`config.mk`:
```
export PLATFORM = sky130hd
export DESIGN_NAME = disp_scan
export DESIGN_NICKNAME = d
export VERILOG_FILES = /design/src/rtl/disp_scan.sv
export SDC_FILE = /design/constraint.sdc
export NUM_CORES = 1
export LEC_CHECK = 0
export CORE_MARGIN = 2
export CORE_UTILIZATION = 50
export DETAILED_ROUTE_END_ITERATION = 8
export GPL_TIMING_DRIVEN = 1
export MAX_ROUTING_LAYER = met4
export PLACE_DENSITY = 0.76
export SLEW_MARGIN = 20
export SYNTH_ARGS = -nofsm -noshare
export SYNTH_HDL_FRONTEND = slang
export SYNTH_SLANG_ARGS = --single-unit
```
`constraint.sdc`:
```
create_clock -name clk -period 2.6 [get_ports clk]
set_clock_uncertainty 0.1 [all_clocks]
set_input_delay 0.52 -clock clk [delete_from_list [all_inputs] [get_ports clk]]
set_output_delay 0.52 -clock clk [all_outputs]
set_load 0.02 [all_outputs]
```
`src/rtl/disp_scan.sv`:
```
// disp_scan: six-digit multiplexed BCD display scanner with a double-buffered digit bank.
module disp_scan #(
  parameter int SCAN_DIV = 5000,
  parameter int BLANK_CYC = 50
) (
  input  logic       clk,
  input  logic       reset,
  input  logic [3:0] Q5,
  input  logic [3:0] Q4,
  input  logic [3:0] Q3,
  input  logic [3:0] Q2,
  input  logic [3:0] Q1,
  input  logic [3:0] Q0,
  input  logic       latch_req,
  output logic [3:0] bcd_out,
  output logic [2:0] disp_select,
  output logic [5:0] digit_en,
  output logic       frame_tick,
  output logic       latch_pending
);
  typedef enum logic {BLANK, SHOW} state_t;
  localparam logic [15:0] LAST = 16'(SCAN_DIV - 1);
  localparam logic [15:0] BLK = 16'(BLANK_CYC);
  state_t state, state_nx;
  logic [15:0] cnt, cnt_nx;
  logic [2:0] sel_nx;
  logic wrap, boundary;
  logic [3:0] q_in [6];
  logic [3:0] shadow [6];
  logic [3:0] disp [6];
  logic [3:0] disp_nx [6];
  // banks are indexed by slot, so slot 0 holds the most significant digit
  assign q_in = '{Q5, Q4, Q3, Q2, Q1, Q0};
  always_comb begin
    wrap = cnt == LAST;
    boundary = wrap && disp_select == 3'd5;
    cnt_nx = wrap ? '0 : cnt + 16'd1;
    sel_nx = !wrap ? disp_select : boundary ? 3'd0 : disp_select + 3'd1;
    state_nx = (wrap && BLK != '0) ? BLANK : (cnt_nx >= BLK) ? SHOW : state;
    disp_nx = (boundary && latch_pending) ? shadow : disp;
  end
  always_ff @(posedge clk) begin
    if (reset) begin
      cnt <= '0;
      disp_select <= '0;
      state <= BLANK;
      bcd_out <= '0;
      digit_en <= '0;
      frame_tick <= 1'b0;
      latch_pending <= 1'b0;
      shadow <= '{default: '0};
      disp <= '{default: '0};
    end else begin
      cnt <= cnt_nx;
      disp_select <= sel_nx;
      state <= state_nx;
      disp <= disp_nx;
      bcd_out <= disp_nx[sel_nx];
      digit_en <= (state_nx == SHOW) ? 6'b1 << sel_nx : '0;
      frame_tick <= boundary;
      if (latch_req) shadow <= q_in;
      latch_pending <= latch_req || (latch_pending && !boundary);
    end
  end
endmodule
```
Word-level counts from Yosys, hierarchy flattened
Index checks and enable logic that the tools add are counted.
{"block": "op_classes", "add_sub_neg": 2, "n_lt_le_gt_ge": 2, "n_eq_ne": 2, "shifts": 1, "mux": 9, "bitwise": 2, "n_reduce_logical": 6}
{"operator": "$mux 24", "count": 1}
{"operator": "$add 16x1->16 const B", "count": 1}
{"operator": "$eq 16x13->1 const B", "count": 1}
{"operator": "$ge 16x6->1 const B", "count": 1}
{"operator": "$mux 16", "count": 1}
{"operator": "$bmux 4 s3", "count": 1}
{"operator": "$mux 4", "count": 2}
{"operator": "$mux 3", "count": 2}
{"operator": "$shl 1x3->6 const A", "count": 1}
{"operator": "$ge 4x4->1 const B", "count": 1}
{"operator": "$not 3->4", "count": 1}
{"operator": "$add 3x1->3 const B", "count": 1}
{"operator": "$eq 3x3->1 const B", "count": 1}
{"operator": "$logic_and 1x1->1", "count": 3}
{"operator": "$mux 1", "count": 2}
{"operator": "$reduce_or 2->1", "count": 1}
{"operator": "$logic_not 1->1", "count": 1}
{"operator": "$logic_or 1x1->1", "count": 1}
{"operator": "$not 1->1", "count": 1}
{"block": "totals", "regBits": 80, "input_bits": 27, "output_inout_bits": 15, "word_cells": 43}

Depth between registers and ports, before layout
{"block": "logic_depth", "depth_word": 8, "depth_mapped": 10, "ltp_nobuf": 8}

Worst setup path after synthesis
Ideal clock, no wire load.
{"block": "synth_timing", "path_type": "register to register", "start": "register cnt[6]", "end": "register bcd_out[0]", "setup_time_ns": 0.080, "arrival_ns": 2.576, "required_ns": 2.420, "setup_slack_ns": -0.156, "path_stages_with_launch": 11, "n_path_buf": 4, "period_less_slack_ns": 2.756, "path_cell_list": "dfxtp_1 -> buf_6 -> or4b_4 -> or4_1 -> buf_2 -> or2_1 -> buf_6 -> buf_6 -> mux2i_1 -> o22a_1 -> a211oi_2"}
{"block": "synth_via", "elab_chain_len": 8, "elab_cells_between_ends": 10, "cone_classes": "1 x eq/ne; 6 x mux; 1 x bitwise; 2 x reduce/logical"}
{"item": "start, declared", "line_no": "25", "source": "logic [15:0] cnt, cnt_nx;"}
{"item": "start signal, assigned", "line_no": "54", "source": "cnt <= cnt_nx;"}
{"item": "$eq 16x13->1 (*)", "line_no": "35", "source": "wrap = cnt == LAST;"}
{"item": "$logic_and 1x1->1", "line_no": "36", "source": "boundary = wrap && disp_select == 3'd5;"}
{"item": "$mux 3 (2 in series)", "line_no": "38", "source": "sel_nx = !wrap ? disp_select : boundary ? 3'd0 : disp_select + 3'd1;"}
{"item": "$not 3->4 (not written as such)", "line_no": "58", "source": "bcd_out <= disp_nx[sel_nx];"}
{"item": "$bmux 4 s3 (*)", "line_no": "58"}
{"item": "$mux 4 (not written as such) (*) (2 in series)", "line_no": "58"}
{"item": "end signal, assigned", "line_no": "58"}
{"item": "end, declared", "line_no": "15", "source": "output logic [3:0] bcd_out,"}
Mark *: on every way between the ends. The rest lies on a longest branch, timed or not. The select of a mux whose other input is x is not followed.
A chain may end at the register's enable or synchronous reset.

Final worst setup path
{"block": "layout_timing", "start": "register cnt[1]", "end": "register bcd_out[3]"}
The elaborated chain is that of the path after synthesis.

==> impl_metrics.env <==
export IMPL_dr_total_vias=3015
export IMPL_status="finished, violations left"
export IMPL_synth_ff_type="dfxtp_1"
export IMPL_firstDrtPassIters=5
export IMPL_critPathKind="flip-flop to flip-flop"
export IMPL_setup_viol=10
export IMPL_clockBufferDepth=2
export IMPL_detailedRoute_firstIterationViolations=125
export IMPL_synth_top_cell_area_share_pct=45.89
export IMPL_synth_area_leaders="dfxtp_1 46%, mux2i_1 11%, nor2_1 7.1%"
export IMPL_grt_max_degree=39
export IMPL_ant_nets=0
export IMPL_grt_pass1_vias=2792
export IMPL_yosysWarnings=0
export IMPL_met2_length_um=4009
export IMPL_grt_pass1_wl_um=12970
export IMPL_path_buf_inv=1
export IMPL_cts_htree_levels=3
export IMPL_wl_met1_um=3720
export IMPL_rsz0062_at_grt="yes"
export IMPL_overflow=0
export IMPL_leakage_uw=0.001873
export IMPL_row_count=30
export IMPL_path_cells="ha_4, or4bb_4, or4_4, and3_1, or2_0, buf_6, a221oi_2, a211oi_2"
export IMPL_synth_largest_area_cell="dfxtp_1"
export IMPL_worst_slew_pin_slew_ns=0.4483
export IMPL_async_flop_share_pct=0
export IMPL_crit_arrival_ns=2.85
export IMPL_dp_hpwl_um=5663
export IMPL_wl_met3_um=397
export IMPL_synth_fp_nets=416
export IMPL_hold_start="disp[22]"
export IMPL_hold_violations=0
export IMPL_cts_root_buf="clkbuf_8"
export IMPL_ys_ff_latch=80
export IMPL_syn_cell_area_um2=3490
export IMPL_start_kind="flip-flop"
export IMPL_yosysSeqAreaShare_pct=45.89
export IMPL_crit_family="simple AND/OR/NAND/NOR gates"
export IMPL_timing_rr_start="cnt[1]"
export IMPL_total_power_uw=2264
export IMPL_avgSynthCellArea_um2=9.064
export IMPL_place_area_um2=4317
export IMPL_cts_buffers=9
export IMPL_layout_nets=499
export IMPL_fmax_mhz=368.1
export IMPL_antennaDiodeCount=0
export IMPL_cts_tree="done"
export IMPL_relSlewSlack_pct=69.84
export IMPL_final_cell_mix="78 x dfxtp_1, 65 x nor2_1, 55 x buf_4"
export IMPL_synth_distinct_cells=46
export IMPL_cts_sinks=80
export IMPL_ios=42
export IMPL_drv_slew=0
export IMPL_fin_crit_sh_pct=104.5
export IMPL_setup_slack_ns=-0.1166
export IMPL_grt_usage_pct=22.44
export IMPL_drt_wirelength_per_cell_um=14.93
export IMPL_cap_violations=0
export IMPL_fin_area_um2=4634
export IMPL_post_place_ws_ns=-0.1645
export IMPL_finalWirelength_um=8255
export IMPL_startpoint="cnt[1]"
export IMPL_min_path_type="flip-flop to flip-flop"
export IMPL_required_ns=2.73
export IMPL_fin_crit_ns=2.717
export IMPL_die_y_um=87.54
export IMPL_insertion_delay_ns=0.35
export IMPL_worstSetupEndpointType="flip-flop"
export IMPL_die_x_um=87.54
export IMPL_fin_util_pct=68.59
export IMPL_final_common_cell="dfxtp_1"
export IMPL_start_util_pct=51.65
export IMPL_cts_reportedPaths_clkPinSlew_ns=0.08
export IMPL_vias_per_cell=5.452
export IMPL_violations="setup timing"
export IMPL_cp_max_fo=7
export IMPL_ir_drop_mv=0.2547
export IMPL_dieArea_um2=7663
export IMPL_routed_top_layer="met4"
export IMPL_timing_hold_ws_ns=0.3562
export IMPL_synth_edf_count=0
export IMPL_synth_cells=385
export IMPL_gp_congestion=0.8372
export IMPL_core_area_um2=6756
export IMPL_cp_slowest_stage_delay_ns=0.58
export IMPL_power_density_nw_per_um2=488.5
export IMPL_antenna_found_initial=0
export IMPL_areaGrowthSynthToFinish_pct=32.81
export IMPL_drive_above_1_share_pct=22.20
export IMPL_drcViolationCount=0
export IMPL_port_buffers=41
export IMPL_critPathSlowestCell="or4_4"
## synth_stat cells (5+ instances only)
| master | number |
|---|---|
| and3_1 | 7 |
| dfxtp_1 | 80 |
| xor2_1 | 5 |
| a221oi_1 | 5 |
| nor3_1 | 6 |
| a31oi_1 | 10 |
| nor4_1 | 7 |
| nor2_1 | 66 |
| mux2i_1 | 37 |
| clkbuf_1 | 18 |
| nand2_1 | 38 |
| xnor2_1 | 10 |
| a21oi_1 | 19 |
| a211oi_1 | 8 |
| nand3_1 | 9 |
## kinds of logic (layout without fill, tap and decap cells)
kind of cell / after synthesis / count (layout) / synth area share (%)
and+or+nand+nor: 157 / 158 / 21.69
DFF: 80 / 80 / 45.89
AOI/OAI and AO/OA: 60 / 60 / 12.15
muxes: 38 / 38 / 10.94
buffers and inverters: 31 / 118 / 4.123
xor gates and xnor gates: 15 / 15 / 3.765
adders and majority gates: 4 / 4 / 1.434
## path summary, 6_finish.rpt
check,endpoint,slack [ns],cells after the start
worst max-delay path,bcd_out[3],-0.12,8
worst min-delay path,disp[22],0.36,2
worst max register to register,bcd_out[3],-0.12,8
worst min register to register,disp[22],0.36,2
## registers in the layout (all words and copies together) (netlist names)
name and cells:
disp_select 3, frame_tick 1, digit_en 6, cnt 16
state 1, bcd_out 4, latch_pending 1, disp 24
shadow 24
## tightest hold or removal path, cell delays in order, from the launching register on
cell and delay [ns]:
dfxtp_1 0.31, nand2_1 0.05, a21oi_1 0.05
## where the power goes
group,total (uW),internal (uW),switching (uW),leakage [uW]
registers,1270,1250,20.4,0.000650
logic,148,80.6,67.0,0.00113
clock network,844,380,464,0.0000903
## area by class of cell
class | count | area, um2
clock buffer | 11 | 141.4
clock inverter | 5 | 38.79
fill | 530 | 2122
inverter | 4 | 15.01
multi-input combinational | 275 | 1894
sequential | 80 | 1604
tap | 80 | 100.1
timing repair buffer | 98 | 840.8
## per-layer routing
metal | vias to the layer above | GRT usage, %
li1 | 1517 | -
met1 | 1408 | 28.75
met2 | 79 | 34.71
met3 | 11 | 3.487
met4 | 0 | 10.77
met5 | - | -
## stage by stage
step | setup TNS [ns] | std cells
final | -0.6290 | 553
after global routing | -2.054 | 553
after CTS | -0.2795 | 550
after detailed placement | -1.264 | 534
after global placement | -0.1829 | 534
after floorplan | -0.5532 | 385
## what timing repair did
action / 4_1_cts / 5_1_grt
hold buffers: 0 / 0
endpoints found under the setup margin: 15 / 15
resized for setup: 9 / 19
endpoints found under the hold margin: 0 / 0
setup buffers: 0 / 3
gates cloned: 0 / 1
pin swaps: 0 / 8
No activity file was read; power rests on OpenSTA's default activity.
